`src/rtl/periph_arb_pkg.sv`:
```
// Shared types and constants for the two-master peripheral bus arbiter.
package periph_arb_pkg;

  typedef enum logic [1:0] {
    StIdle = 2'd0,
    StBus  = 2'd1,
    StResp = 2'd2
  } arb_state_e;

  localparam logic M_CPU = 1'b0;
  localparam logic M_DMA = 1'b1;

  localparam int unsigned TIMEOUT_CYCLES_DEFAULT = 255;

endpackage

```
`src/rtl/periph_arb_timeout.sv`:
```
// BUS-state watchdog: cleared by i_load, advances on i_count, flags the final allowed cycle.
module periph_arb_timeout #(
  parameter int unsigned Cycles = 255
) (
  input  logic i_clk,
  input  logic i_rst,
  input  logic i_load,
  input  logic i_count,
  output logic o_expire
);

  localparam logic [15:0] Last = 16'(Cycles - 1);

  logic [15:0] cnt_q;

  // o_expire is high during the last permitted BUS cycle, so the abort lands on its closing edge.
  assign o_expire = i_count && (cnt_q == Last);

  always_ff @(posedge i_clk or posedge i_rst) begin
    if (i_rst) begin
      cnt_q <= '0;
    end else if (i_load) begin
      cnt_q <= '0;
    end else if (i_count && !o_expire) begin
      cnt_q <= cnt_q + 16'd1;
    end
  end

endmodule

```
`src/rtl/periph_arbiter.sv`:
```
// Round-robin arbiter giving a CPU (m0) and a DMA (m1) master access to one peripheral bus.
// Optional BUS-state timeout abort is built when PERIPH_ARB_TIMEOUT_EN is defined.
module periph_arbiter
  import periph_arb_pkg::*;
#(
  parameter int unsigned TIMEOUT_CYCLES = TIMEOUT_CYCLES_DEFAULT
) (
  input  logic        i_clk,
  input  logic        i_rst,
  input  logic        i_m0_req,
  input  logic        i_m0_we,
  input  logic [15:0] i_m0_addr,
  input  logic [15:0] i_m0_wdata,
  output logic        o_m0_gnt,
  output logic        o_m0_done,
  output logic [15:0] o_m0_rdata,
  output logic        o_m0_err,
  input  logic        i_m1_req,
  input  logic        i_m1_we,
  input  logic [15:0] i_m1_addr,
  input  logic [15:0] i_m1_wdata,
  output logic        o_m1_gnt,
  output logic        o_m1_done,
  output logic [15:0] o_m1_rdata,
  output logic        o_m1_err,
  output logic [15:0] o_addr,
  output logic [15:0] o_wdata,
  output logic        o_sel,
  output logic        o_we,
  output logic        o_re,
  input  logic [15:0] i_rdata,
  input  logic        i_rdy
);

  if (TIMEOUT_CYCLES < 1 || TIMEOUT_CYCLES > 65535) begin : g_bad_timeout
    $error("periph_arbiter: TIMEOUT_CYCLES must be 1..65535");
  end

  arb_state_e  state_q, state_d;
  logic        owner_q, owner_d;
  logic        rr_q, rr_d;
  logic        we_q, we_d;
  logic [15:0] addr_q, addr_d;
  logic [15:0] wdata_q, wdata_d;
  logic [15:0] rdata0_q, rdata0_d;
  logic [15:0] rdata1_q, rdata1_d;

  logic grant, pick, in_bus, in_resp, expired, abort, finish;

  assign in_bus  = (state_q == StBus);
  assign in_resp = (state_q == StResp);
  assign grant   = i_m0_req | i_m1_req;
  // Pointer only matters on contention; a lone requester always wins.
  assign pick    = (i_m0_req && i_m1_req) ? rr_q : (i_m1_req ? M_DMA : M_CPU);
  assign abort   = in_bus && !i_rdy && expired;
  assign finish  = in_bus && i_rdy;

`ifdef PERIPH_ARB_TIMEOUT_EN
  logic err_q;

  periph_arb_timeout #(
    .Cycles(TIMEOUT_CYCLES)
  ) u_timeout (
    .i_clk   (i_clk),
    .i_rst   (i_rst),
    .i_load  (state_q == StIdle),
    .i_count (in_bus),
    .o_expire(expired)
  );

  always_ff @(posedge i_clk or posedge i_rst) begin
    if (i_rst) begin
      err_q <= 1'b0;
    end else if (in_bus) begin
      err_q <= abort;
    end
  end

  assign o_m0_err = o_m0_done & err_q;
  assign o_m1_err = o_m1_done & err_q;
`else
  assign expired  = 1'b0;
  assign o_m0_err = 1'b0;
  assign o_m1_err = 1'b0;
`endif

  always_comb begin
    state_d  = state_q;
    owner_d  = owner_q;
    rr_d     = rr_q;
    we_d     = we_q;
    addr_d   = addr_q;
    wdata_d  = wdata_q;
    rdata0_d = rdata0_q;
    rdata1_d = rdata1_q;
    unique case (state_q)
      StIdle: begin
        if (grant) begin
          state_d = StBus;
          owner_d = pick;
          we_d    = pick ? i_m1_we : i_m0_we;
          addr_d  = pick ? i_m1_addr : i_m0_addr;
          wdata_d = pick ? i_m1_wdata : i_m0_wdata;
        end
      end
      StBus: begin
        if (finish || abort) begin
          state_d = StResp;
          rr_d    = ~owner_q;
          // Reads capture the bus; an abort forces zero; a completed write leaves rdata alone.
          if (abort || !we_q) begin
            if (owner_q == M_DMA) begin
              rdata1_d = abort ? 16'h0000 : i_rdata;
            end else begin
              rdata0_d = abort ? 16'h0000 : i_rdata;
            end
          end
        end
      end
      StResp:  state_d = StIdle;
      default: state_d = StIdle;
    endcase
  end

  always_ff @(posedge i_clk or posedge i_rst) begin
    if (i_rst) begin
      state_q  <= StIdle;
      owner_q  <= M_CPU;
      rr_q     <= M_CPU;
      we_q     <= 1'b0;
      addr_q   <= '0;
      wdata_q  <= '0;
      rdata0_q <= '0;
      rdata1_q <= '0;
    end else begin
      state_q  <= state_d;
      owner_q  <= owner_d;
      rr_q     <= rr_d;
      we_q     <= we_d;
      addr_q   <= addr_d;
      wdata_q  <= wdata_d;
      rdata0_q <= rdata0_d;
      rdata1_q <= rdata1_d;
    end
  end

  assign o_sel      = in_bus;
  assign o_we       = in_bus & we_q;
  assign o_re       = in_bus & ~we_q;
  assign o_addr     = in_bus ? addr_q : 16'h0000;
  assign o_wdata    = in_bus ? wdata_q : 16'h0000;
  assign o_m0_gnt   = (in_bus | in_resp) && (owner_q == M_CPU);
  assign o_m1_gnt   = (in_bus | in_resp) && (owner_q == M_DMA);
  assign o_m0_done  = in_resp && (owner_q == M_CPU);
  assign o_m1_done  = in_resp && (owner_q == M_DMA);
  assign o_m0_rdata = rdata0_q;
  assign o_m1_rdata = rdata1_q;

endmodule

```
`config.mk`:
```
export PLATFORM = sky130hd
export DESIGN_NAME = periph_arbiter
export DESIGN_NICKNAME = d
export VERILOG_FILES = /design/src/rtl/periph_arb_pkg.sv /design/src/rtl/periph_arb_timeout.sv /design/src/rtl/periph_arbiter.sv
export SDC_FILE = /design/constraint.sdc
export NUM_CORES = 1
export LEC_CHECK = 0
export ABC_AREA = 1
export BUFFER_PORTS_ARGS = -buffer_cell sky130_fd_sc_hd__clkbuf_2
export CORE_AREA = 2 2 96 98
export DETAILED_ROUTE_END_ITERATION = 12
export DIE_AREA = 0 0 98 100
export GPL_TIMING_DRIVEN = 0
export MAX_ROUTING_LAYER = met4
export PLACE_DENSITY = 0.76
export SYNTH_ARGS = -nofsm -noshare
export SYNTH_HDL_FRONTEND = slang
export SYNTH_SLANG_ARGS = --single-unit
```
`constraint.sdc`:
```
create_clock -name i_clk -period 2.75 [get_ports i_clk]
set_clock_uncertainty 0.15 [all_clocks]
set_input_delay 0.55 -clock i_clk [delete_from_list [all_inputs] [get_ports i_clk]]
set_output_delay 0.55 -clock i_clk [all_outputs]
set_load 0.05 [all_outputs]
```
== Yosys cells after proc, flatten, opt, wreduce, memory -nomap -nowiden ==
Index checks and enable logic that the tools add are counted.

* Register bits after elaboration: 69
* Input port bits: 87
* Output and inout port bits: 73

* Equal/unequal tests: 4
* Muxes and demuxes: 10
* Bitwise gates (word level): 6
* Reduce and logical (&&, ||, !) cells: 12

{| class="wikitable"
|+ Operators by type and width
! cell !! count
|-
| two-way mux 16 bit || 4
|-
| AND reduction 4 bit || 2
|-
| logical AND 1 bit || 6
|-
| AND reduction 2 bit || 3
|-
| two-way mux 2 bit || 2
|-
| case mux 2 bit (2 select lines) || 1
|-
| two-way mux 1 bit || 3
|-
| AND 1 bit || 2
|-
| equality test 2 x 1 -> 1 bit, second input constant || 1
|-
| equality test 2 bit, second input constant || 1
|-
| zero test 2 bit || 1
|-
| inequality test 2 x 1 -> 1 bit, second input constant || 1
|-
| inequality test 2 bit, second input constant || 1
|-
| inverter 1 bit || 2
|-
| OR 1 bit || 2
|}

== Longest topological paths before layout ==
Gate-level depths: netlist of the first run.

* Word-level depth: 4
* Gate-level depth with buffers: 9
* Depth with buffers taken out: 7

== Worst setup path after synthesis of the first run ==
No wires, ideal clock.

* Path type: register -> output
* Start point: reg state_q[1]
* End point: out o_re
* Data arrival time: 1690 ps
* Data required time: 2050 ps
* Setup slack: 360 ps
* Cell stages (with the launch flop): 5
* Path buffers: 0
* Path through: dfrtp_1 -> inv_1 -> ha_1 -> inv_1 -> nor2_1

* Longest elaborated chain between the ends: 2

{| class="wikitable"
|+ RTL lines
! element !! RTL line !! source
|-
| start, declared || periph_arbiter.sv:39 || <nowiki>arb_state_e state_q, state_d;</nowiki>
|-
| start signal, assigned || periph_arbiter.sv:127 || <nowiki>state_q <= StIdle;</nowiki>
|-
| start signal, assigned || periph_arbiter.sv:136 || <nowiki>state_q <= state_d;</nowiki>
|-
| equality test 2 x 1 -> 1 bit || periph_arbiter.sv:50 || <nowiki>assign in_bus = (state_q == StBus);</nowiki>
|-
| net o_sel || periph_arbiter.sv:28 || <nowiki>output logic o_sel,</nowiki>
|-
| AND 1 bit || periph_arbiter.sv:149 || <nowiki>assign o_re = in_bus & ~we_q;</nowiki>
|-
| end, declared || periph_arbiter.sv:30 || <nowiki>output logic o_re,</nowiki>
|}

The timed path passes the listed nets, and every way through them passes these cells.

== Final worst setup path of the first run ==
* Start point: reg state_q[1]
* End point: out o_wdata[3]

* Longest elaborated chain between the ends: 2

{| class="wikitable"
|+ RTL lines
! element !! RTL line !! source
|-
| equality test 2 x 1 -> 1 bit || periph_arbiter.sv:50 ||
|-
| two-way mux 16 bit || periph_arbiter.sv:151 || <nowiki>assign o_wdata = in_bus ? wdata_q : 16'h0000;</nowiki>
|-
| end, declared || periph_arbiter.sv:27 || <nowiki>output logic [15:0] o_wdata,</nowiki>
|}

No other way between the ends.

==> metrics, run 1 <==
WL/cell=11.3 µm; cts hold-fix bufs=0; Final period util=94.4%; most frequent cell after synthesis=nand2_1; total track usage=19.6%; endpoints failing setup=0; Clock Sinks=a little under 70; TritonCTS clock tree=built; Worst Reg2Reg Path Length in Cells=9; core area=8890 µm²; placed cell area=4740 µm²; number of global-route vias before repair=3390; arrival time worst endpoint=roughly 1.9 ns; met2 wire len=4420 µm; final hold violations=0; Seq/Total Area, Yosys=45.3%; status=finished clean; Layout Cells excl Fill=803; CP Class=reg2out; dominant cells by area after synthesis=dfrtp_1 (45%), nand2_1 (16%), inv_1 (12%), nand3_1 (8.7%), o21ai_2 (3.7%); Cells after Synth=519; VDD IR max=0.605 mV; flop and latch count out of synthesis=69; clk slew on worst S/H paths=0.08 ns; Slew @ Worst Pin=0.847 ns; Static Leakage=3.27 nW; die width=98 µm; Pwr Density=approximately 1300 nW/µm²; routed vias/inst=about 4.5; met1 WL=~4100 µm; Setup Buffers After CTS=0; First-pass DRT Iterations=5; port bufs=156; WP data required=between 2 and 2.5 ns; diode count=0; top-area cell type share of the netlist area=45.3%; Area Overhead vs Synth=30.4%; HPWL after detailed placement=7030 µm; Tmin final=2.60 ns; global-route wire length before repair=around 15000 µm; setup slack, reg-to-reg=1.07 ns; Synth area leader=dfrtp_1; routed via count=~3.6k; fill count=between 800 and 900; Worst R2R Start=state_q[1]; Starting Density=42.9%; die area=9800 µm²; min-delay worst type=in2async; reg2reg end=o_m1_rdata[10]; deepest clock path buffer count=2; met3 WL post-DR=around 520 µm; DRC violations left=0; RSZ-0062 raised after global routing=false; top layer used by detailed routing=met4; kind of end point of the critical path=output pin; global placer's final weighted congestion=0.796; H-Tree Depth=3; total power=between 6 and 7 mW; Nets=between 700 and 800; Max Fclk=385 MHz; Rows=35; CTS root buf=clkbuf_8; max cap viols=0; Yosys cell types=21; CP Max Fanout=10; CTS buffer count=9; syn_area_per_cell=roughly 7.3 µm²; Primary FF master, synth=dfrtp_1; total grt overflow=0; First DRT Iteration DRCs=102; CP startpoint kind=register; post-layout utilization of the core=55.9%; Post-synth ARST share=100%; num ports=between 150 and 200; largest net degree at the start of global routing=70; post-synthesis cell area=3810 µm²; synthesis warning total=0; initial antenna violation count=0; Die Ht=100 µm; Max Slew Vio Count=0; placed cell count=787; ANT nets after route=0; Routed WL=around 9100 µm; fin area=4970 µm²; Post-synth EDFFs=0; max_slew headroom=a little over two fifths; layout cell share with drive strength beyond 1=34.8%; top cells by count, synth=nand2_1 (160), inv_1 (125), dfrtp_1 (69), nand3_1 (66), nand2_2 (18); crit path launch=state_q[1]; Clock Latency Late Sink=0.34 ns
report_power, final:
group / internal, mW / switching (mW)
Combinational: 0.919 / 2.68
Sequential: 1.50 / 0.301
Clock: 0.525 / 0.420
layer usage:
layer,up-vias,global-route usage [%]
li1,1849,-
met1,1629,25.9
met2,106,30.7
met3,6,3.97
met4,0,5.56
met5,-,-
worst max-delay path, stage by stage (launching register included):
cell,delay (ns)
dfrtp_1,0.40
inv_1,0.10
ha_1,0.16
buf_4,0.18
clkbuf_2,0.28
nand2_1,0.09
inv_1,0.08
clkbuf_2,0.27
worst max path at each step:
stage	endpoint	slack, ns	depth (start not counted)
global route	o_wdata[8]	0.02	7
finish	o_wdata[3]	0.15	7
global placement	wdata_q[2]	-0.46	2
floorplan	addr_q[0]	0.31	1
detailed placement	o_wdata[3]	0.31	7
CTS	o_addr[4]	0.08	7
registers in the layout, indices dropped and copies added, names as in the netlist:
register,count
o_m0_rdata,16
o_m1_rdata,16
owner_q,1
addr_q,16
rr_q,1
we_q,1
wdata_q,16
state_q,2
cell type report:
type	instances	area [µm²]	area share (%)
Sequential cell	69	1730	34.7
Clock buffer	9	124	2.49
Clock inverter	7	105	2.11
Inverter	129	489	9.84
Timing Repair Buffer	156	781	15.7
Multi-Input combinational cell	294	1410	28.4
Buffer	28	196	3.95
Tap cell	111	139	2.79
cells in the final DEF (no fill, tap or decap), drive strengths merged:
master | Yosys | final
nand2 | 178 | 178
clkbuf | 5 | 170
inv | 129 | 132
dfrtp | 69 | 69
nand3 | 66 | 66
o21ai | 34 | 34
buf | 23 | 23
nor2 | 7 | 7
ha | 4 | 4
a21oi | 2 | 2
conb | 1 | 2
bufinv | 0 | 2
nand4 | 1 | 1
clkinvlp | 0 | 1
clkinv | 0 | 1
through the flow:
step | setup TNS [ns] | setup WS [ns] | hold WS [ns]
final | 0 | 0.154 | 0.219
after floorplan | 0 | 0.310 | 0.299
after CTS | 0 | 0.0817 | 0.245
after detailed placement | 0 | 0.306 | 0.317
after global routing | 0 | 0.0157 | 0.277
after global placement | -31.33 | -0.456 | 0.313
kinds of logic after synthesis:
kind of cell | after synthesis | synth area share, %
other | 1 | 0.0983
flip-flops | 69 | 45.3
adder cells (fa/ha/maj) | 4 | 1.31
buffers and inverters | 157 | 17.8
AND/OR/NAND/NOR | 252 | 29.2
AO/OA/AOI/OAI | 36 | 6.30
what timing repair did:
item / CTS / global route
endpoints found under the hold margin: 0 / 0
endpoints found under the setup margin: 20 / 10
resized for setup: 2 / 2
Note: power is estimated with default switching activity, not from simulation.
==> inputs of run 2 (changes only) <==
--- a/config.mk
+++ b/config.mk
@@ -5,14 +5,14 @@
 export SDC_FILE = /design/constraint.sdc
 export NUM_CORES = 1
 export LEC_CHECK = 0
-export ABC_AREA = 1
 export BUFFER_PORTS_ARGS = -buffer_cell sky130_fd_sc_hd__clkbuf_2
-export CORE_AREA = 2 2 96 98
+export CORE_AREA = 2 2 90 92
 export DETAILED_ROUTE_END_ITERATION = 12
-export DIE_AREA = 0 0 98 100
+export DIE_AREA = 0 0 92 94
 export GPL_TIMING_DRIVEN = 0
 export MAX_ROUTING_LAYER = met4
-export PLACE_DENSITY = 0.76
+export PLACE_DENSITY = 0.79
+export SLEW_MARGIN = 20
 export SYNTH_ARGS = -nofsm -noshare
 export SYNTH_HDL_FRONTEND = slang
 export SYNTH_SLANG_ARGS = --single-unit
==> constraint.sdc (replaced) <==
create_clock -name i_clk -period 2.75 [get_ports i_clk]
set_clock_uncertainty 0.15 [all_clocks]
set_input_delay 0.275 -clock i_clk [delete_from_list [all_inputs] [get_ports i_clk]]
set_output_delay 0.275 -clock i_clk [all_outputs]
set_load 0.05 [all_outputs]
==> run 2 against run 1 <==
Against the previous run:
- synthesized cell count decreased by 38%
- sequential power about the same
- wire length increased by 1.3%
- non-clock buffer count increased by 4
==> metrics, run 2 <==
DRC violations left=0; total grt overflow=0; initial antenna violation count=0; WL/cell=15.3 µm; most common cell after layout, fill and taps aside=clkbuf_2; Rows=32; core area=7610 µm²; routed via count=3116; Max Slew Vio Count=0; VDD IR max=0.927 mV; Clock Latency Late Sink=0.33 ns; Final period util=88.2%; die area=8650 µm²; Primary FF master, synth=dfrtp_1; Routed WL=9200 µm; number of global-route vias before repair=2999; clk slew on worst S/H paths=0.07 ns; CP startpoint kind=register; post-synthesis cell area=3380 µm²; commonest cells after routing, fill and taps aside=clkbuf_2 (157), dfrtp_1 (69), and2_1 (35); global placer's final weighted congestion=0.831; final hold violations=0; Clock Sinks=approximately 70; Max Fclk=412 MHz; Post-synth ARST share=100%; Die Ht=between 90 and 100 µm; TritonCTS clock tree=built; syn_area_per_cell=10.4 µm²; top-area cell type share of the netlist area=about half; Layout Cells excl Fill=602; Synth area leader=dfrtp_1; WHS=0.0283 ns; Post-synth EDFFs=0; min-delay worst type=in2reg; routed vias/inst=5.18; total power=6.56 mW; cts hold-fix bufs=1; most frequent cell after synthesis=dfrtp_1; H-Tree Depth=3; layout cell share with drive strength beyond 1=around 45%; top cells by count, synth=dfrtp_1 (69), and2_1 (35), a21oi_1 (34), nor2_1 (34), o21ai_0 (34); kind of end point of the critical path=output pin; largest net degree at the start of global routing=41; CP Class=reg2out; global-route wire length before repair=about 15000 µm; die width=just over 90 µm; ANT nets after route=0; CTS buffer count=9; diode count=0; placed cell count=585; Pwr Density=between 1000 and 1500 nW/µm²; First-pass DRT Iterations=4; max cap viols=0; Cells after Synth=324; Area Overhead vs Synth=34.7%; Yosys cell types=27; synthesis warning total=0; Setup Buffers After CTS=0; arrival time worst endpoint=2.00 ns; deepest clock path buffer count=2; Tmin final=2.43 ns; post-CTS sizing=0; CTS root buf=clkbuf_8; endpoints failing setup=0; HPWL after detailed placement=6940 µm; num ports=160; Seq/Total Area, Yosys=51.1%; post-layout utilization of the core=59.8%; status=finished clean; CP Max Fanout=10; First DRT Iteration DRCs=between 150 and 200; dominant cells by area after synthesis=dfrtp_1 (51%), mux2_2 (7.7%), and2_1 (6.5%), a31oi_1 (6.1%), a21oi_1 (5.0%); Static Leakage=2.28 nW; Starting Density=around 44%; flop and latch count out of synthesis=69; Nets=586; WP data required=around 2.3 ns; port bufs=157; RSZ-0062 raised after global routing=false; total track usage=around 22%
==> run 2: changes by cell type after synthesis, sizes merged, moves of 27 or more <==
cell and change:
a31oi +33, inv -125, and2 +35, nand2 -176
mux2 +33, a21oi +32, nor2 +27, nand3 -66
==> run 2: final timing paths <==
| kind | startpoint | endpoint | slack (ns) | cells past startpoint |
|---|---|---|---|---|
| max | state_q[1] | o_we | 0.32 | 6 |
| min | i_m0_addr[6] | addr_q[6] | 0.03 | 3 |
| max reg2reg | state_q[1] | o_m0_rdata[5] | 0.70 | 7 |
| min reg2reg | rr_q | rr_q | 0.34 | 2 |
| max in group asynchronous | i_rst | owner_q | 1.57 | 4 |
| min in group asynchronous | i_rst | addr_q[8] | 0.34 | 3 |
==> run 2: layout make-up <==
cell class	instances	area (µm²)
fill	677	3060
inverter	4	17.5
multi-input combinational	223	1480
clock buffer	10	138
buffer	29	158
timing repair buffer	159	816
tap	102	128
clock inverter	6	86.3
sequential	69	1730
==> run 2: kinds of logic (layout without fill, tap and decap cells) <==
family / count (synthesis) / count (layout) / share of synthesized area (%)
other: 1 / 2 / 0.111
muxes: 33 / 33 / 12.1
AOI/OAI and AO/OA: 105 / 105 / 17.1
and+or+nand+nor: 79 / 79 / 12.9
buffers and inverters: 33 / 208 / 5.11
adders and majority gates: 4 / 4 / 1.48
DFF: 69 / 69 / 51.1
==> run 2: metal layers <==
metal,up-vias,share of wire [%],track usage [%]
li1,1474,-,-
met1,1526,42,28.8
met2,104,52,36.6
met3,12,4.8,4.33
met4,0,1.2,6.22
met5,-,0,-
==> run 2: metrics by stage <==
| step | worst slack [ns] | area (µm²) | TNS [ns] |
|---|---|---|---|
| finish | 0.324 | 4550 | 0 |
| global route | 0.180 | 4550 | 0 |
| CTS | 0.298 | 4550 | 0 |
| detailed placement | 0.667 | 4320 | 0 |
| global placement | -0.240 | 4300 | -16.40 |
| floorplan | 0.585 | 3380 | 0 |
==> run 2: worst max-delay path, cell delays in order, from the launching register on <==
cell      delay [ns]
dfrtp_1         0.40
inv_1           0.12
ha_1            0.17
buf_6           0.14
clkbuf_1        0.36
and2_1          0.21
clkbuf_2        0.27
==> run 2: power by group <==
part	internal, mW	switching, mW
clock	0.534	0.376
sequential	1.53	0.278
combinational	1.08	2.76
